$ cat src/rtl/fetch_stage.sv
// ----------------------------------------------------------------------------
// fetch_stage
//   Generates the fetch PC, issues instruction-memory requests under a credit
//   limit, collects in-order responses and hands {instr, pc, pc+4, vld} to the
//   decode stage through a small response FIFO. Redirects come from decode
//   (JAL) and execute (branch/JALR, higher priority). Responses that were
//   already in flight at a redirect are discarded using a drop counter.
//
// Parameters
//   N_BITS     datapath / address width
//   RESET_PC   first fetch address after reset
//   BUF_DEPTH  response FIFO depth = max credits (power of 2, >= 2)
//
// Ports
//   clk, rst_n                        clock (rising edge), sync active-low reset
//   imem_req_vld/rdy/addr             instruction memory request channel
//   imem_rsp_vld/data                 in-order response, no backpressure
//   D_jal_vld/tgt                     decode-stage JAL redirect
//   X_redirect_vld/tgt                execute-stage branch/JALR redirect
//   stall_in                          decode stall
//   nxt_instr/pc_out/pc_plus4_out     FIFO head presented to decode
//   vld_out                           head valid
//
// Configuration
//   FETCH_PERF_CNT_EN  when defined adds perf_fetch_cnt (pops) and
//                      perf_drop_cnt (discarded responses), both 32 bit.
// ----------------------------------------------------------------------------
module fetch_stage #(
    parameter int unsigned          N_BITS    = 32,
    parameter logic [N_BITS-1:0]    RESET_PC  = '0,
    parameter int unsigned          BUF_DEPTH = 2
) (
    input  logic              clk,
    input  logic              rst_n,
    output logic              imem_req_vld,
    input  logic              imem_req_rdy,
    output logic [N_BITS-1:0] imem_req_addr,
    input  logic              imem_rsp_vld,
    input  logic [N_BITS-1:0] imem_rsp_data,
    input  logic              D_jal_vld,
    input  logic [N_BITS-1:0] D_jal_tgt,
    input  logic              X_redirect_vld,
    input  logic [N_BITS-1:0] X_redirect_tgt,
    input  logic              stall_in,
    output logic [N_BITS-1:0] nxt_instr,
    output logic [N_BITS-1:0] pc_out,
    output logic [N_BITS-1:0] pc_plus4_out,
    output logic              vld_out
`ifdef FETCH_PERF_CNT_EN
    ,
    output logic [31:0]       perf_fetch_cnt,
    output logic [31:0]       perf_drop_cnt
`endif
);

    localparam int unsigned AW = (BUF_DEPTH > 1) ? $clog2(BUF_DEPTH) : 1;
    localparam int unsigned CW = AW + 1;
    localparam logic [CW:0] DEPTH_C = (CW+1)'(BUF_DEPTH);

    typedef enum logic {
        ST_BOOT = 1'b0,
        ST_RUN  = 1'b1
    } state_e;

    state_e            state_q, state_d;
    logic [N_BITS-1:0] pc_q, pc_d;
    logic [CW-1:0]     inflight_q, inflight_d;
    logic [CW-1:0]     drop_cnt_q, drop_cnt_d;

    // PCs of requests still awaiting their response
    logic [N_BITS-1:0] iq_pc_q [BUF_DEPTH];
    logic [N_BITS-1:0] iq_pc_d [BUF_DEPTH];
    logic [AW-1:0]     iq_wr_q, iq_wr_d;
    logic [AW-1:0]     iq_rd_q, iq_rd_d;

    // Response FIFO towards decode
    logic [N_BITS-1:0] fifo_instr_q [BUF_DEPTH];
    logic [N_BITS-1:0] fifo_instr_d [BUF_DEPTH];
    logic [N_BITS-1:0] fifo_pc_q    [BUF_DEPTH];
    logic [N_BITS-1:0] fifo_pc_d    [BUF_DEPTH];
    logic [N_BITS-1:0] fifo_pc4_q   [BUF_DEPTH];
    logic [N_BITS-1:0] fifo_pc4_d   [BUF_DEPTH];
    logic [AW-1:0]     fifo_wr_q, fifo_wr_d;
    logic [AW-1:0]     fifo_rd_q, fifo_rd_d;
    logic [CW-1:0]     fifo_cnt_q, fifo_cnt_d;

`ifdef FETCH_PERF_CNT_EN
    logic [31:0]       perf_fetch_cnt_q, perf_fetch_cnt_d;
    logic [31:0]       perf_drop_cnt_q, perf_drop_cnt_d;
`endif

    logic              redir;
    logic [N_BITS-1:0] redir_tgt;
    logic              credit_ok;
    logic              req_vld;
    logic              fire;
    logic              fifo_empty;
    logic              out_vld;
    logic              pop;
    logic              push;
    logic [N_BITS-1:0] rsp_pc;

    always_comb begin
        redir      = X_redirect_vld | D_jal_vld;
        redir_tgt  = X_redirect_vld ? X_redirect_tgt : D_jal_tgt;
        credit_ok  = ({1'b0, inflight_q} + {1'b0, fifo_cnt_q}) < DEPTH_C;
        req_vld    = (state_q == ST_RUN) && !redir && credit_ok;
        fire       = req_vld && imem_req_rdy;
        fifo_empty = (fifo_cnt_q == '0);
        out_vld    = !fifo_empty && !redir;
        pop        = out_vld && !stall_in;
        rsp_pc     = iq_pc_q[iq_rd_q];
        // A response is kept only if it belongs to the current fetch stream
        push       = imem_rsp_vld && !redir && (drop_cnt_q == '0);
    end

    always_comb begin
        state_d      = state_q;
        pc_d         = pc_q;
        inflight_d   = inflight_q;
        drop_cnt_d   = drop_cnt_q;
        iq_pc_d      = iq_pc_q;
        iq_wr_d      = iq_wr_q;
        iq_rd_d      = iq_rd_q;
        fifo_instr_d = fifo_instr_q;
        fifo_pc_d    = fifo_pc_q;
        fifo_pc4_d   = fifo_pc4_q;
        fifo_wr_d    = fifo_wr_q;
        fifo_rd_d    = fifo_rd_q;
        fifo_cnt_d   = fifo_cnt_q;

        case (state_q)
            ST_BOOT: state_d = ST_RUN;
            default: state_d = ST_RUN;
        endcase

        if (redir) begin
            pc_d = redir_tgt;
        end else if (fire) begin
            pc_d = pc_q + N_BITS'(4);
        end

        if (fire) begin
            iq_pc_d[iq_wr_q] = pc_q;
            iq_wr_d          = iq_wr_q + AW'(1);
        end
        if (imem_rsp_vld) begin
            iq_rd_d = iq_rd_q + AW'(1);
        end

        inflight_d = inflight_q + CW'(fire) - CW'(imem_rsp_vld);

        // drop_cnt always counts a subset of inflight, so on a redirect every
        // response still outstanding after this cycle becomes stale.
        if (redir) begin
            if (imem_rsp_vld && (inflight_q == '0)) begin
                drop_cnt_d = '0;
            end else begin
                drop_cnt_d = inflight_q - CW'(imem_rsp_vld);
            end
        end else if (imem_rsp_vld && (drop_cnt_q != '0)) begin
            drop_cnt_d = drop_cnt_q - CW'(1);
        end

        if (redir) begin
            fifo_wr_d  = '0;
            fifo_rd_d  = '0;
            fifo_cnt_d = '0;
        end else begin
            if (push) begin
                fifo_instr_d[fifo_wr_q] = imem_rsp_data;
                fifo_pc_d[fifo_wr_q]    = rsp_pc;
                fifo_pc4_d[fifo_wr_q]   = rsp_pc + N_BITS'(4);
                fifo_wr_d               = fifo_wr_q + AW'(1);
            end
            if (pop) begin
                fifo_rd_d = fifo_rd_q + AW'(1);
            end
            fifo_cnt_d = fifo_cnt_q + CW'(push) - CW'(pop);
        end
    end

`ifdef FETCH_PERF_CNT_EN
    always_comb begin
        perf_fetch_cnt_d = perf_fetch_cnt_q;
        perf_drop_cnt_d  = perf_drop_cnt_q;
        if (pop) begin
            perf_fetch_cnt_d = perf_fetch_cnt_q + 32'd1;
        end
        if (imem_rsp_vld && !push) begin
            perf_drop_cnt_d = perf_drop_cnt_q + 32'd1;
        end
    end
`endif

    always_ff @(posedge clk) begin
        if (!rst_n) begin
            state_q      <= ST_BOOT;
            pc_q         <= RESET_PC;
            inflight_q   <= '0;
            drop_cnt_q   <= '0;
            iq_pc_q      <= '{default: '0};
            iq_wr_q      <= '0;
            iq_rd_q      <= '0;
            fifo_instr_q <= '{default: '0};
            fifo_pc_q    <= '{default: '0};
            fifo_pc4_q   <= '{default: '0};
            fifo_wr_q    <= '0;
            fifo_rd_q    <= '0;
            fifo_cnt_q   <= '0;
`ifdef FETCH_PERF_CNT_EN
            perf_fetch_cnt_q <= '0;
            perf_drop_cnt_q  <= '0;
`endif
        end else begin
            state_q      <= state_d;
            pc_q         <= pc_d;
            inflight_q   <= inflight_d;
            drop_cnt_q   <= drop_cnt_d;
            iq_pc_q      <= iq_pc_d;
            iq_wr_q      <= iq_wr_d;
            iq_rd_q      <= iq_rd_d;
            fifo_instr_q <= fifo_instr_d;
            fifo_pc_q    <= fifo_pc_d;
            fifo_pc4_q   <= fifo_pc4_d;
            fifo_wr_q    <= fifo_wr_d;
            fifo_rd_q    <= fifo_rd_d;
            fifo_cnt_q   <= fifo_cnt_d;
`ifdef FETCH_PERF_CNT_EN
            perf_fetch_cnt_q <= perf_fetch_cnt_d;
            perf_drop_cnt_q  <= perf_drop_cnt_d;
`endif
        end
    end

    assign imem_req_vld  = req_vld;
    assign imem_req_addr = pc_q;
    assign nxt_instr     = fifo_instr_q[fifo_rd_q];
    assign pc_out        = fifo_pc_q[fifo_rd_q];
    // Stored per entry so that it reads 0 out of reset like the other outputs
    assign pc_plus4_out  = fifo_pc4_q[fifo_rd_q];
    assign vld_out       = out_vld;
`ifdef FETCH_PERF_CNT_EN
    assign perf_fetch_cnt = perf_fetch_cnt_q;
    assign perf_drop_cnt  = perf_drop_cnt_q;
`endif

endmodule

$ cat config.mk
export PLATFORM = sky130hd
export DESIGN_NAME = fetch_stage
export DESIGN_NICKNAME = d
export VERILOG_FILES = /design/src/rtl/fetch_stage.sv
export SDC_FILE = /design/constraint.sdc
export NUM_CORES = 1
export LEC_CHECK = 0
export CORE_UTILIZATION = 30
export DETAILED_ROUTE_END_ITERATION = 6
export MAX_ROUTING_LAYER = met4
export SETUP_SLACK_MARGIN = 0.05
export SYNTH_ARGS = -nofsm -noshare
export SYNTH_HDL_FRONTEND = slang
export SYNTH_SLANG_ARGS = --single-unit
$ cat constraint.sdc
create_clock -name clk -period 3.6 [get_ports clk]
set_clock_uncertainty 0.05 [all_clocks]
set_input_delay 0.36 -clock clk [delete_from_list [all_inputs] [get_ports clk]]
set_output_delay 0.36 -clock clk [all_outputs]
set_load 0.02 [all_outputs]
==> impl_metrics.env, run 1 <==
export IMPL_synth_flop_cell="dfxtp_1"
export IMPL_worst_pin_slew_ps=1120
export IMPL_powerDensity_mw_per_mm2=425
export IMPL_cts_sink_count=295
export IMPL_gp_congestion=0.822
export IMPL_fin_ws_ps=474
export IMPL_fin_nets=1991
export IMPL_reg2reg_depth=7
export IMPL_cts_root_buf="clkbuf_16"
export IMPL_drive_above_1_share=0.109
export IMPL_grtUsageTotal=0.180
export IMPL_grt_max_degree=127
export IMPL_synth_warnings=0
export IMPL_slew_headroom=0.253
export IMPL_cp_common_cell="and2_1"
export IMPL_cts_resized=0
export IMPL_ys_top_cells_by_area="dfxtp_1 41%, nand2_1 8.0%, mux2_2 7.9%, a21oi_1 6.2%, a211oi_1 4.1%"
export IMPL_ctsHoldBuffers=0
export IMPL_synthTopCellsByCount="305 x nand2_1, 295 x dfxtp_1, 177 x a21oi_1, 115 x nor2_1, 108 x clkbuf_1"
export IMPL_antenna_found_initial=0
export IMPL_grt_pass1_vias=12414
export IMPL_violations="design-rule violations"
export IMPL_synth_edff_count=0
export IMPL_hp_class="input port to flip-flop"
export IMPL_required_ps=3190
export IMPL_drtPass1Iterations=7
export IMPL_core_mm2=0.0469
export IMPL_setup_violations=0
export IMPL_peakVddDrop_mv=0.241
export IMPL_grt_overflow=0
export IMPL_r2r_end="fifo_pc4_q[63]"
export IMPL_post_dp_hpwl_um=29100
export IMPL_cts_made_buffers=35
export IMPL_yosysUniqueCellTypes=73
export IMPL_syn_area_mm2=0.0144
export IMPL_cp_endpoint="imem_req_vld"
export IMPL_syn_area_per_cell_um2=8.27
export IMPL_area_growth_pct=26.9
export IMPL_synthArstFlopShare=0
export IMPL_fp_dieW_um=221
export IMPL_cts_tree="built"
export IMPL_drt_iter0_drc=855
export IMPL_clk_pin_slew_ps=60
export IMPL_startpoint="inflight_q[0]"
export IMPL_vias=13143
export IMPL_place_ws_ps=574
export IMPL_clock_latency_ps=530
export IMPL_max_freq_ghz=0.320
export IMPL_min_delay_start="rst_n"
export IMPL_drv_cap=0
export IMPL_p_leak_nw=5.90
export IMPL_cts_buffer_depth=3
export IMPL_drt_total_wl_um=43500
export IMPL_dieArea_mm2=0.0487
export IMPL_utilization=0.389
export IMPL_rsz0062_at_grt="false"
export IMPL_run_status="complete, but fails checks"
export IMPL_path_cells="and2_1 -> fa_1 -> nor4_2 -> and2_1 -> clkdlybuf4s50_1"
export IMPL_min_period_over_period=0.868
export IMPL_die_h_um=221
export IMPL_fp_row_count=79
export IMPL_reg2reg_slack_ps=530
export IMPL_post_synth_top_count_cell="nand2_1"
export IMPL_synth_seq_cells=295
export IMPL_antenna_left=0
export IMPL_antenna_cells=0
export IMPL_fin_crit_ps=3130
export IMPL_syn_inst=1735
export IMPL_crit_arrival_ps=2720
export IMPL_finalHoldViolations=0
export IMPL_r2r_start="iq_rd_q"
export IMPL_endpoint_kind="output port"
export IMPL_drc=15
export IMPL_slew_viol_final=0
export IMPL_avgViaCountPerCell=5.23
export IMPL_port_buffers=232
export IMPL_yosysTopAreaCell="dfxtp_1"
export IMPL_syn_nets=1847
export IMPL_h_tree_depth=2
export IMPL_cts_setup_buffers=0
export IMPL_wl_per_cell_um=17.3
export IMPL_synth_top_area_share=0.411
export IMPL_grt_pass1_wl_um=68200
export IMPL_initial_core_util=0.306
export IMPL_io_pin_count=233
export IMPL_crit_slowest_cell="clkdlybuf4s50_1"
export IMPL_critPathMaxStageDelay_ps=610
export IMPL_worst_setup_path_type="flip-flop to output port"
export IMPL_crit_fanout=4
export IMPL_setup_tns_ps=0
export IMPL_critPathLaunchType="flip-flop"
export IMPL_ys_seq_area_frac=0.411
==> critical path: cells and delay by family, from the launching register on <==
kind / cells / cell delay (ps)
buffers and inverters: 1 / 610
DFF: 1 / 390
adders and majority gates: 1 / 450
and+or+nand+nor: 3 / 740
==> area by class of cell <==
cell class,instances,area (µm²)
Clock buffer,54,1050
Clock inverter,9,77.6
Fill cell,4756,28600
Inverter,18,72.6
Multi-Input combinational cell,1266,7730
Sequential cell,295,5910
Tap cell,607,759
Timing Repair Buffer,263,2620
==> logic make-up after synthesis <==
group,Yosys count,synth area share
buffers and inverters,174,0.0514
adder cells (fa/ha/maj),9,0.00837
flip-flops,295,0.411
multiplexers,140,0.106
AND/OR/NAND/NOR,669,0.217
XOR/XNOR,21,0.0128
AO/OA/AOI/OAI,427,0.192
==> power breakdown <==
part / total, mW / leakage, nW / switching [mW] / internal, mW
Sequential: 3.45 / 2.39 / 0.105 / 3.34
Combinational: 0.791 / 2.97 / 0.423 / 0.368
Clock: 3.50 / 0.545 / 1.42 / 2.09
Total: 7.74 / 5.90 / 1.95 / 5.80
==> metrics by stage <==
| step | hold WS (ps) | instances | total power [mW] | instance area (µm²) |
|---|---|---|---|---|
| 2_1_floorplan | 338 | 1735 | 3.95 | 14400 |
| 3_3_place_gp | 388 | 2449 | 4.30 | 17100 |
| 3_5_place_dp | 393 | 2449 | 4.31 | 17100 |
| 4_1_cts | 211 | 2512 | 7.84 | 18200 |
| 5_1_grt | 224 | 2512 | 8.05 | 18200 |
| 6_report | 231 | 2512 | 7.74 | 18200 |
==> routing by layer <==
metal	vias to the layer above	wire length [µm]	track usage
met4	0	760	0.0413
met2	369	19100	0.268
li1	6535	-	-
met5	-	0	-
met1	6182	20700	0.248
met3	57	2980	0.0379
==> sequential cells by signal, indices dropped and copies added, names as in the netlist <==
signal and cells:
inflight_q 2, drop_cnt_q 2, fifo_instr_q 64, imem_req_addr 32
fifo_pc_q 64, state_q 1, iq_pc_q 64, fifo_wr_q 1
fifo_cnt_q 2, fifo_pc4_q 60, fifo_rd_q 1, iq_wr_q 1
iq_rd_q 1
==> worst min-delay path by stage <==
stage                       endpoint  slack, ps  cells past startpoint
floorplan                    state_q        340                      0
global placement     fifo_instr_q[4]        390                      2
detailed placement  fifo_instr_q[15]        390                      2
CTS                          state_q        210                      1
global route                 state_q        220                      1
finish                       state_q        230                      1
==> cells in the final DEF, fill, tap and decap left out, types with 8 or more instances in the layout <==
master | Yosys | routed
a211oi_1 | 79 | 79
a21oi_1 | 177 | 177
a22oi_1 | 9 | 9
and2_1 | 11 | 11
and3_1 | 9 | 8
and4_1 | 8 | 8
buf_4 | 5 | 27
clkbuf_1 | 108 | 12
clkbuf_16 | 0 | 38
clkdlybuf4s50_1 | 0 | 231
dfxtp_1 | 295 | 293
ha_1 | 8 | 8
inv_1 | 17 | 16
mux2_2 | 101 | 101
mux2i_1 | 39 | 39
nand2_1 | 305 | 305
nand2b_1 | 14 | 14
nand3_1 | 104 | 104
nand3b_1 | 10 | 10
nand4_1 | 28 | 28
nand4b_1 | 9 | 9
nor2_1 | 115 | 114
nor3_1 | 20 | 20
o211ai_1 | 13 | 13
o21ai_0 | 51 | 51
o311ai_1 | 23 | 23
xnor2_1 | 17 | 17
Power figures use the tool's default switching activity.
==> run 2: changes to the inputs <==
--- a/config.mk
+++ b/config.mk
@@ -5,9 +5,11 @@
 export SDC_FILE = /design/constraint.sdc
 export NUM_CORES = 1
 export LEC_CHECK = 0
-export CORE_UTILIZATION = 30
+export CORE_ASPECT_RATIO = 1.4
+export CORE_UTILIZATION = 49
 export DETAILED_ROUTE_END_ITERATION = 6
 export MAX_ROUTING_LAYER = met4
+export PLACE_DENSITY = 0.74
 export SETUP_SLACK_MARGIN = 0.05
 export SYNTH_ARGS = -nofsm -noshare
 export SYNTH_HDL_FRONTEND = slang
==> run 2 against run 1 <==
  * The flow now finishes without violations
  * Worst hold slack lost 59 ps
  * Clock power shrank 10%
  * Non-clock buffer count grew 2
  * First-iteration DRC count grew 4.2%
==> impl_metrics.env, run 2 (synthesized netlist as in run 1, its figures left out) <==
export IMPL_run_status="completed"
export IMPL_die_h_um=205
export IMPL_path_cells="and2_1 -> fa_1 -> nor4_2 -> and2_1 -> clkdlybuf4s50_1"
export IMPL_cts_buffer_depth=3
export IMPL_crit_fanout=4
export IMPL_fin_nets=1988
export IMPL_worst_pin_slew_ps=823
export IMPL_grt_pass1_vias=12673
export IMPL_io_pin_count=233
export IMPL_grt_max_degree=116
export IMPL_antenna_left=0
export IMPL_vias=13313
export IMPL_drt_iter0_drc=891
export IMPL_initial_core_util=0.502
export IMPL_clk_pin_slew_ps=70
export IMPL_min_period_over_period=0.851
export IMPL_port_buffers=232
export IMPL_peakVddDrop_mv=0.269
export IMPL_stdcell_count=2274
export IMPL_slew_viol_final=0
export IMPL_drt_total_wl_um=39300
export IMPL_hp_class="input port to flip-flop"
export IMPL_final_cell_mix="305 x nand2_1, 293 x dfxtp_1, 231 x clkdlybuf4s50_1"
export IMPL_fp_row_count=73
export IMPL_worst_setup_path_type="flip-flop to output port"
export IMPL_antenna_found_initial=0
export IMPL_gp_congestion=0.840
export IMPL_power_total_mw=7.37
export IMPL_fill_cells=2563
export IMPL_endpoint_kind="output port"
export IMPL_drtPass1Iterations=5
export IMPL_fin_crit_ps=3060
export IMPL_post_dp_hpwl_um=26300
export IMPL_drc=0
export IMPL_area_growth_pct=24.0
export IMPL_dp_cells=2219
export IMPL_final_common_cell="nand2_1"
export IMPL_fp_dieW_um=147
export IMPL_max_freq_ghz=0.327
export IMPL_cts_resized=0
export IMPL_clock_latency_ps=560
export IMPL_drv_cap=0
export IMPL_core_mm2=0.0286
export IMPL_finalHoldViolations=0
export IMPL_cts_made_buffers=30
export IMPL_crit_arrival_ps=2650
export IMPL_grt_pass1_wl_um=63400
export IMPL_setup_violations=0
export IMPL_h_tree_depth=1
export IMPL_place_ws_ps=730
export IMPL_timing_hold_ws_ps=172
export IMPL_drive_above_1_share=0.111
export IMPL_critPathMaxStageDelay_ps=610
export IMPL_cts_root_buf="clkbuf_16"
export IMPL_grtUsageTotal=0.263
export IMPL_antenna_cells=0
export IMPL_powerDensity_mw_per_mm2=414
export IMPL_cts_setup_buffers=0
export IMPL_ctsHoldBuffers=0
export IMPL_critPathLaunchType="flip-flop"
export IMPL_slew_headroom=0.450
export IMPL_rsz0062_at_grt="false"
export IMPL_top_regs="fifo_instr_q: 64 flops, fifo_pc_q: 64 flops, iq_pc_q: 64 flops"
export IMPL_avgViaCountPerCell=5.85
export IMPL_required_ps=3190
export IMPL_setup_tns_ps=0
export IMPL_crit_slowest_cell="clkdlybuf4s50_1"
export IMPL_grt_overflow=0
export IMPL_cts_tree="built"
export IMPL_p_leak_nw=5.86
export IMPL_wl_per_cell_um=17.3
export IMPL_cts_sink_count=295
export IMPL_dieArea_mm2=0.0300
export IMPL_cp_common_cell="and2_1"
export IMPL_fin_ws_ps=538
## run 2: power by group
group	total, mW	internal (mW)	switching, mW	leakage, nW
sequential	3.44	3.34	0.0956	2.39
clock	3.15	1.80	1.35	0.496
combinational	0.787	0.371	0.416	2.98
total	7.37	5.51	1.86	5.86
## run 2: per-stage QoR
step	area [µm²]	util
floorplan	14400	-
detailed placement	16800	0.588
global route	17800	0.623
global placement	16800	0.588
finish	17800	0.623
CTS	17800	0.623
## run 2: per-layer routing
layer,vias up,track usage,part of all wire
met5,-,-,0
met4,0,0.0897,0.026
met3,66,0.0292,0.058
met2,474,0.442,0.48
met1,6245,0.327,0.44
li1,6528,-,-
## run 2: cell type report
| type | count | area [µm²] | share of cell area |
|---|---|---|---|
| Clock buffer | 37 | 838 | 0.0471 |
| Clock inverter | 18 | 160 | 0.00900 |
| Inverter | 18 | 72.6 | 0.00408 |
| Multi-Input combinational cell | 1266 | 7730 | 0.434 |
| Sequential cell | 295 | 5910 | 0.332 |
| Tap cell | 375 | 469 | 0.0264 |
| Timing Repair Buffer | 265 | 2620 | 0.147 |
## run 2: final timing paths
path / start / endpoint / slack, ps / depth (start not counted)
setup / recovery: inflight_q[0] / imem_req_vld / 540 / 5
hold / removal: rst_n / state_q / 170 / 1
hold reg to reg: fifo_instr_q[44] / fifo_instr_q[44] / 400 / 2
setup reg to reg: iq_rd_q / fifo_pc4_q[63] / 700 / 7
## run 2: worst max-delay path: cells and delay by family (launching register included)
kind / cells / cell delay [ps]
AND/OR/NAND/NOR: 3 / 690
flip-flops: 1 / 380
buffers and inverters: 1 / 610
adder cells (fa/ha/maj): 1 / 430
==> variant: new RTL, flow settings as in run 2 <==
Change the parameter `N_BITS` from 32 to 28.
--- a/src/rtl/fetch_stage.sv
+++ b/src/rtl/fetch_stage.sv
@@ -27,5 +27,5 @@
 // ----------------------------------------------------------------------------
 module fetch_stage #(
-    parameter int unsigned          N_BITS    = 32,
+    parameter int unsigned          N_BITS    = 28,
     parameter logic [N_BITS-1:0]    RESET_PC  = '0,
     parameter int unsigned          BUF_DEPTH = 2
Interface: changed (7 resized); port bits go from 233 to 205. The function was not compared with the original's and may differ.
==> variant against run 2 <==
- worst setup slack gained 0.080 ns
- area after synthesis fell by 15%
- clock power is 14% lower
- wire length fell by 19%
- combinational power shrank 12%
- die area decreased by 15%
- sequential cell count decreased by 36
- final area fell by 15%
- final cell count fell by 15%
- count of clock-buffer cells in the layout shrank 5
- power decreased by 13%
- largest power group unchanged
==> variant: results (changes against run 2) <==
set qor(ctsLongestPathBuffers) 3 ;# unchanged
set qor(synth_fa_ha_area_frac) 0.009864 ;# +0.001497
set qor(placed_area_um2) 14340 ;# -15%
set qor(final.fill_count) 2121 ;# -17%
set qor(synth_compound_area_frac) 0.1752 ;# -0.01726
set qor(dr.first_iter.drc_count) 617 ;# -31%
set qor(leakage_uw) 0.005194 ;# -11%
set qor(ys_seq_area_frac) 0.4258 ;# +0.01441
set qor(p_switching_uw) 1565 ;# -16%
set qor(timing.critical_path.arrival_ns) 2.57 ;# -0.08 ns
set qor(postcts_resize_cnt) 0 ;# unchanged
set qor(min-delay-path-class) {in2reg}
set qor(result_of_the_run) {finished clean}
set qor(post_synth_main_area_contributors) {sky130_fd_sc_hd__dfxtp_1 43%, sky130_fd_sc_hd__nand2_1 9.3%, sky130_fd_sc_hd__mux2_2 8.1%, sky130_fd_sc_hd__a21oi_1 6.6%, sky130_fd_sc_hd__a211oi_1 4.1%}
set qor(maximum_vdd_ir_drop_mv) 0.3316 ;# +23%
set qor(regArea_um2) 5190 ;# -12%
set qor(first_pass_iters) 5 ;# unchanged
set qor(syn-num-nets) 1559 ;# -16%
set qor(grt.total_usage) 0.2567 ;# -0.006313
set qor(synth_common_cells) {302 x sky130_fd_sc_hd__nand2_1, 259 x sky130_fd_sc_hd__dfxtp_1, 160 x sky130_fd_sc_hd__a21oi_1}
set qor(wire_per_inst_um) 16.53 ;# -4.4%
set qor(htree_levels) 1 ;# unchanged
set qor(antenna_found_initial) 0 ;# unchanged
set qor(synth-async-reset-ratio) 0 ;# unchanged
set qor(registers_with_the_highest_flip_flop_counts) {fifo_instr_q: 56 flops, fifo_pc_q: 56 flops, iq_pc_q: 56 flops}
set qor(crit_fanout) 4 ;# unchanged
set qor(transition_time_at_the_pin_with_the_least_slew_margin_ns) 1.024 ;# +0.2013 ns
set qor(pin_count_of_the_biggest_net_entering_global_routing) 119 ;# +2.6%
set qor(grt_first_pass_wirelength_um) 52450 ;# -17%
set qor(clk_pin_slew_worst_paths_ns) 0.07 ;# about the same
set qor(setup_viol) 0 ;# unchanged
set qor(yosysUniqueCellTypes) 66 ;# -9.6%
set qor(buffer_ports.inserted) 204 ;# -12%
set qor(synth-xor-area-share) 0.02014 ;# +0.007327
set qor(clock_latency_ns) 0.53 ;# -0.03 ns
set qor(drive_above_1_share) 0.1079 ;# -0.003171
set qor(cts-buffers-inserted) 25 ;# -17%
set qor(num_antenna_cells) 0 ;# unchanged
set qor(viasPerCell) 5.702 ;# -2.6%
set qor(first_global_vias) 10720 ;# -15%
set qor(detailedPlacementHpwl_um) 21420 ;# -19%
set qor(postCtsSetupBuffers) 0 ;# unchanged
set qor(synthMuxAreaShare) 0.1110 ;# +0.004550
set qor(gpl.final_weighted_congestion) 0.8582 ;# +2.1%
set qor(cts_root_buffer) {sky130_fd_sc_hd__clkbuf_16}
set qor(finalNetCount) 1694 ;# -15%
set qor(yosys_warnings) 0 ;# unchanged
-- variant: power groups by stage --
stage	registers, uW	logic, uW	clock network, uW
2_1_floorplan	3070	401	0
3_3_place_gp	3080	681	0
3_5_place_dp	3080	688	0
4_1_cts	3020	692	2750
5_1_grt	3030	748	2860
6_report	3020	689	2700
-- variant: critical path: stages, from the launching register on --
cell and delay [ns]:
sky130_fd_sc_hd__dfxtp_1 0.33, sky130_fd_sc_hd__and2_1 0.17, sky130_fd_sc_hd__fa_1 0.49, sky130_fd_sc_hd__nor4b_1 0.39, sky130_fd_sc_hd__clkdlybuf4s50_1 0.67
-- variant: per-layer routing --
layer,vias to the layer above,track usage,part of all wire
met3,53,0.02394,0.051
met2,336,0.4400,0.50
met1,5129,0.3122,0.42
li1,5442,-,-
met5,-,-,0
met4,0,0.08729,0.024
-- variant: cell families (layout without fill, tap and decap cells) --
| family | Yosys count | count (layout) |
|---|---|---|
| adders and majority gates | 9 | 9 |
| muxes | 124 | 124 |
| AOI/OAI and AO/OA | 340 | 340 |
| buffers and inverters | 135 | 288 |
| and+or+nand+nor | 564 | 564 |
| xor gates and xnor gates | 28 | 28 |
| DFF | 259 | 259 |
-- variant: through the flow --
stage	setup slack (ns)	instances	hold WS, ns
finish	0.6178	1922	0.3510
global route	0.5027	1922	0.3612
CTS	0.5777	1922	0.3398
detailed placement	0.8776	1877	0.3928
global placement	0.9323	1877	0.3883
floorplan	0.8725	1459	0.3377
-- variant: area by class of cell --
| cell class | count | share of cell area |
|---|---|---|
| Inverter | 18 | 0.004777 |
| Tap cell | 310 | 0.02553 |
| Timing Repair Buffer | 225 | 0.1486 |
| Clock inverter | 13 | 0.01030 |
| Sequential cell | 259 | 0.3417 |
| Clock buffer | 32 | 0.04555 |
| Multi-Input combinational cell | 1065 | 0.4236 |
-- variant: final timing paths --
kind,from,to,slack [ns],cells past startpoint
max,inflight_q[0],imem_req_vld,0.62,4
min,X_redirect_tgt[6],imem_req_addr[6],0.35,3
max reg2reg,iq_rd_q,fifo_pc4_q[26],0.86,7
min reg2reg,fifo_pc4_q[9],fifo_pc4_q[9],0.40,2
